File: src/rtl/fx68k_phase_gen.sv
// Phase-enable generator for the fx68k core: builds the s_clks bundle
// {extReset, pwrUp, enPhi1, enPhi2} and stretches the system reset.
module fx68k_phase_gen #(
   parameter int DIV         = 1,
   parameter int RST_STRETCH = 8
) (
   input  logic       clk,
   input  logic       extReset,
   input  logic       pwrUpIn,
   input  logic       phiHold,
   output logic [3:0] clks,
   output logic       phiState,
   output logic       rstBusy
);

   localparam int             CW          = (DIV > 1) ? $clog2(DIV) : 1;
   localparam logic [CW-1:0]  DIV_LAST    = CW'(DIV - 1);
   localparam logic [15:0]    STRETCH_LEN = 16'(RST_STRETCH);

   logic [CW-1:0] div_cnt,     div_cnt_nxt;
   logic [15:0]   stretch_cnt, stretch_cnt_nxt;
   logic          phi_state_q, phi_state_nxt;
   logic          en_phi1,     en_phi1_nxt;
   logic          en_phi2,     en_phi2_nxt;
   logic          ext_rst_q,   ext_rst_nxt;
   logic          pwr_up_q,    pwr_up_nxt;

   // NOTE: state registers take non-blocking assignments so every flop
   // samples pre-edge values, independent of process evaluation order.
   always_ff @(posedge clk) begin
      div_cnt     <= div_cnt_nxt;
      stretch_cnt <= stretch_cnt_nxt;
      phi_state_q <= phi_state_nxt;
      en_phi1     <= en_phi1_nxt;
      en_phi2     <= en_phi2_nxt;
      ext_rst_q   <= ext_rst_nxt;
      pwr_up_q    <= pwr_up_nxt;
   end

   always_comb begin
      // NOTE: every variable gets a default first, so no path leaves one
      // unassigned and no latch is inferred.
      div_cnt_nxt     = div_cnt;
      stretch_cnt_nxt = stretch_cnt;
      phi_state_nxt   = phi_state_q;
      en_phi1_nxt     = 1'b0;
      en_phi2_nxt     = 1'b0;
      ext_rst_nxt     = ext_rst_q;
      pwr_up_nxt      = pwr_up_q;

      if (extReset) begin
         div_cnt_nxt     = '0;
         stretch_cnt_nxt = '0;
         phi_state_nxt   = 1'b0;
         ext_rst_nxt     = 1'b1;
         pwr_up_nxt      = pwr_up_q | pwrUpIn;
      end else begin
         // Count reaches the target on the edge issuing the last enPhi2,
         // so the reset drops one cycle after that pulse is visible.
         if (stretch_cnt >= STRETCH_LEN) begin
            ext_rst_nxt = 1'b0;
            pwr_up_nxt  = 1'b0;
         end
         if (!phiHold) begin
            if (div_cnt == DIV_LAST) begin
               div_cnt_nxt   = '0;
               en_phi1_nxt   = ~phi_state_q;
               en_phi2_nxt   = phi_state_q;
               phi_state_nxt = ~phi_state_q;
               if (phi_state_q && (stretch_cnt != 16'hFFFF))
                  stretch_cnt_nxt = stretch_cnt + 16'd1;
            end else begin
               div_cnt_nxt = div_cnt + CW'(1);
            end
         end
      end
   end

   always_comb begin
      clks     = {ext_rst_q, pwr_up_q, en_phi1, en_phi2};
      phiState = phi_state_q;
      rstBusy  = ext_rst_q;
   end

endmodule

File: config.mk
export PLATFORM = sky130hd
export DESIGN_NAME = fx68k_phase_gen
export DESIGN_NICKNAME = d
export VERILOG_FILES = /design/src/rtl/fx68k_phase_gen.sv
export SDC_FILE = /design/constraint.sdc
export NUM_CORES = 1
export LEC_CHECK = 0
export ABC_AREA = 1
export BUFFER_PORTS_ARGS = -buffer_cell sky130_fd_sc_hd__buf_2
export CORE_MARGIN = 4
export CORE_UTILIZATION = 41
export DETAILED_ROUTE_END_ITERATION = 6
export GPL_ROUTABILITY_DRIVEN = 0
export SLEW_MARGIN = 20
export SYNTH_ARGS = -nofsm -noshare
export SYNTH_HDL_FRONTEND = slang
export SYNTH_SLANG_ARGS = --single-unit
File: constraint.sdc
create_clock -name clk -period 1.75 [get_ports clk]
set_input_delay 0.35 -clock clk [delete_from_list [all_inputs] [get_ports clk]]
set_output_delay 0.35 -clock clk [all_outputs]
set_load 0.03 [all_outputs]
Yosys cells after proc, flatten, opt, wreduce, memory -nomap -nowiden
Index checks and enable logic that the tools add are counted.
{"block": "word_totals", "out_inout_bits": 6, "in_bits": 4, "word_cells": 23, "regBits": 22}
{"block": "classes", "reduce_logical": 5, "muxes": 3, "addsub": 2, "n_eq_ne": 1, "bitwise_logic": 4, "magnitude_cmp": 1}
{"cell": "$add 16x1->16 const B", "n": 1}
{"cell": "$ge 16x4->1 const B", "n": 1}
{"cell": "$ne 16x16->1 const B", "n": 1}
{"cell": "$mux 1", "n": 3}
{"cell": "$not 1->1", "n": 3}
{"cell": "$reduce_and 3->1", "n": 1}
{"cell": "$reduce_or 3->1", "n": 1}
{"cell": "$reduce_and 2->1", "n": 1}
{"cell": "$reduce_bool 2->1", "n": 1}
{"cell": "$add 1x1->1 const B", "n": 1}
{"cell": "$logic_and 1x1->1", "n": 1}
{"cell": "$or 1x1->1", "n": 1}

Depth between registers and ports, before layout
{"block": "logic_depth", "depth_word": 3, "mapped_depth": 10}

Worst setup path before layout
OpenSTA, ideal clock, no wires.
{"block": "synth_path", "path_type": "reg-to-reg", "start": "register phi_state_q (netlist: phiState)", "end": "register stretch_cnt[14]", "stages_incl_launch_ff": 7, "n_path_buf": 0, "setup_ns": 0.070, "period_less_slack_ns": 1.373, "t_arrival_ns": 1.303, "setup_slack_ns": 0.377, "cell_sequence": "dfxtp_1 inv_2 nor2_8 inv_2 nor2_1 nand2_1 a21oi_1"}
{"block": "synth_via", "elab_chain_len": 2}
{"element": "start, declared", "line": "22", "text": "logic phi_state_q, phi_state_nxt;"}
{"element": "start signal, assigned", "line": "33", "text": "phi_state_q <= phi_state_nxt;"}
{"element": "$logic_and 1x1->1", "line": "70", "text": "if (phi_state_q && (stretch_cnt != 16'hFFFF))"}
{"element": "$reduce_and 3->1 (no source line)"}
{"element": "end signal, assigned", "line": "32", "text": "stretch_cnt <= stretch_cnt_nxt;"}
{"element": "end, declared", "line": "21", "text": "logic [15:0] stretch_cnt, stretch_cnt_nxt;"}
No other way between the ends.
A chain may end at the register's enable or synchronous reset.

Final worst setup path
{"block": "layout_path", "start": "register stretch_cnt[1]", "end": "register stretch_cnt[7]"}
{"block": "layout_via", "elab_chain_len": 3}
{"element": "parallel branches: the longest is 3 deep, another holds $add 16x1->16"}
Parallel ways; which one is timed is not known.

==> parameters.txt <==
Parameter                              Value

Status
  Result of the run ... finished clean

Clocking
  CTS-repair resized insts ... 0
  Setup Fix Bufs, Post-CTS ... 0
  Clock tree from TritonCTS ... built
  Number of buffers on the longest clock path ... 2
  Clock input transition at the sequential cells of the worst setup and hold paths ... 110 ps
  Maximum level of the CTS H-tree ... 1
  Cell at the root of the clock tree ... sky130_fd_sc_hd__clkbuf_4
  Cts-stage hold buffer count ... 0
  Worst-skew pair later-pin latency ... 310 ps
  Num Clock Sinks ... 21
  CTS Buf Count ... 3

Power
  Leak ... 0.532 nW
  Power Internal ... 0.611 mW
  Net switching power figure ... 0.223 mW
  Clock power share ... 28.3%
  Post-layout total power ... 0.834 mW
  Worst vdd ir ... 410 uV
  Power density of the placed cells ... 612 nW/um2
  Sw Share ... 26.7%
  Register share of total power ... 60.1%
  Portion of total power attributed to combinational logic ... 11.6%

Cells and area
  Most frequent cells in the layout ... sky130_fd_sc_hd__nand2_1 (51), sky130_fd_sc_hd__nor2_1 (35), sky130_fd_sc_hd__dfxtp_1 (20)
  Area growth from synthesis to layout ... 5.83%
  Non-Filler Instances ... 239
  Fraction of layout instances using a drive strength above 1 ... 15.4%
  Layout net count ... 202
  Core utilization of the finished layout ... 45.0%
  Ant. Diodes ... 0
  Leading cell type in the layout, fill and taps excluded ... sky130_fd_sc_hd__nand2_1
  Fin area ... 1360 um2

Floorplan
  Core area ... 3030 um2
  Height of the chip ... 64.0 um
  Boundary pin count ... 10
  Initial cell density of the core ... 42.5%
  Die outline area ... 4100 um2
  Row count ... 20
  X dimension of the die ... 64.0 um

Timing
  Final worst path period share ... 86.3%
  Final-layout setup total negative slack ... 0 ps
  Post-Route Hold Slack ... 282 ps
  Final setup violation count ... 0
  Max Freq ... 662 MHz
  Setup WS post-layout ... 239 ps
  Setup repair after global routing missed its margin ... false
  Slew at the pin closest to its max-slew limit ... 482 ps
  Final Skew ... 1.25 ps
  Final critical path time including I/O delays and setup ... 1510 ps
  Final number of max-transition violations ... 0
  Number of failing hold endpoints at the final stage ... 0
  Slew HR ... 67.6%

Drt
  First-pass DRT Iterations ... 4
  Routed wire length per instance ... 10.8 um
  Overall routed net length ... 2.58 mm
  Number of remaining DRC errors ... 0
  Antenna Nets Post-Route ... 0
  Vias post-DR ... 1126
  Drt initial violations ... 89
  Number of vias per cell after detailed routing ... 4.71

Global routing
  Initial antenna violation count ... 0
  GRT Util Overall ... 15.0%
  Wire length of the first global-routing pass ... 4.83 mm
  Global-route congestion overflow total ... 0
  Pin count of the biggest net entering global routing ... 13
  Vias in the first global route ... 1072

Job
  Count of maximum capacitance violations ... 0

Hold path
  Worst min path class ... in -> reg
  Worst hold stages ... 2

Logic synthesis
  Avg Inst Size Synth ... 6.85 um2
  Share of the yosys chip area belonging to registers ... 33.4%
  Area of the mapped netlist ... 1290 um2
  Count of warnings emitted by yosys ... 0
  Mapped Nets ... 194
  Number of library cell types mapped by synthesis ... 27
  Register bit count reported by yosys ... 21
  Post-synthesis instance total ... 188

Worst setup path
  Number of cells on the worst reg-to-reg path ... 8
  Critical path startpoint ... stretch_cnt[1]
  Critical-path maximum fanout ... 7
  End of the worst register-to-register path ... stretch_cnt[7]
  Worst-case register-to-register setup slack ... 240 ps
  Destination of the critical timing path ... stretch_cnt[7]
  Startpoint Class ... register
  Data arrival at the endpoint of the critical path ... 1760 ps
  Source of the worst register-to-register timing path ... stretch_cnt[1]
  Crit path capture type ... register
  Critical path class ... reg -> reg
  Data required time of the critical path ... 2000 ps

Placement
  Port-buffer cells ... 9
  Setup slack at placement ... 269 ps
  Cell area after placement ... 1340 um2
  Number of cells after detailed placement ... 235
  Total half-perimeter wirelength after legalization and detailed placement ... 2.12 mm
kinds of logic after synthesis:
family	after synthesis	synth area share (%)
fa+ha+maj	2	1.94
flops	21	33.4
compound gates	13	5.05
xor+xnor	4	2.72
buf+inv	26	10.1
simple gates	122	46.7
routing by layer:
layer  vias up  GRT usage, %  wire, um
li1        598             -         -
met1       510          18.0      1210
met3         4          4.57        85
met2        14          25.3      1250
met4         0          4.85        31
met5         -             0         0
power by group through the flow:
stage          logic, mW  clock network, mW  registers [mW]
6_report          0.0966              0.236           0.501
5_1_grt            0.109              0.271           0.504
4_1_cts           0.0986              0.253           0.502
3_5_place_dp      0.0984                  0           0.512
3_3_place_gp      0.0966                  0           0.512
2_1_floorplan     0.0779                  0           0.519
layout make-up:
cell class | count | area (um2)
multi-input cells | 141 | 727
repair buffers | 10 | 52.6
fillers | 310 | 1670
flip-flops and latches | 21 | 430
clock buffers | 4 | 26.3
inverters | 19 | 71.3
well taps | 44 | 55.1
worst min-delay path by stage:
stage / start / endpoint / slack [ps]
after detailed placement: phiState / en_phi1 / 450
after global routing: extReset / stretch_cnt[6] / 290
after floorplan: stretch_cnt[4] / stretch_cnt[4] / 470
final: extReset / stretch_cnt[8] / 280
after CTS: extReset / stretch_cnt[6] / 270
after global placement: phiState / en_phi1 / 450
worst max-delay path, cell delays in order, from the launching register on:
cell and delay, ps:
sky130_fd_sc_hd__dfxtp_1 350, sky130_fd_sc_hd__ha_1 200, sky130_fd_sc_hd__inv_1 110, sky130_fd_sc_hd__nor2_4 70
sky130_fd_sc_hd__nand3_1 90, sky130_fd_sc_hd__nor2_1 40, sky130_fd_sc_hd__nor2_1 340, sky130_fd_sc_hd__nand2_1 110
sky130_fd_sc_hd__a21oi_1 130
registers in the layout, indices dropped and copies added (netlist names):
register	count
en_phi2	1
rstBusy	1
pwr_up_q	1
phiState	1
stretch_cnt	16
en_phi1	1
cell usage after synthesis (all sizes together):
master   n  area (um2)
a21oi   10        50.1
buf      5        41.3
clkbuf   2        17.5
dfxtp   20         400
edfxtp   1        30.0
ha       2        25.0
inv     19        71.3
nand2   55         226
nand3   13        65.1
nand3b   1        7.51
nand4    4        40.0
nor2    44         231
nor3     4        25.0
nor4     1        6.26
o21ai    3        15.0
xnor2    2        17.5
xor2     2        17.5
Note: power is estimated with default switching activity, not from simulation.
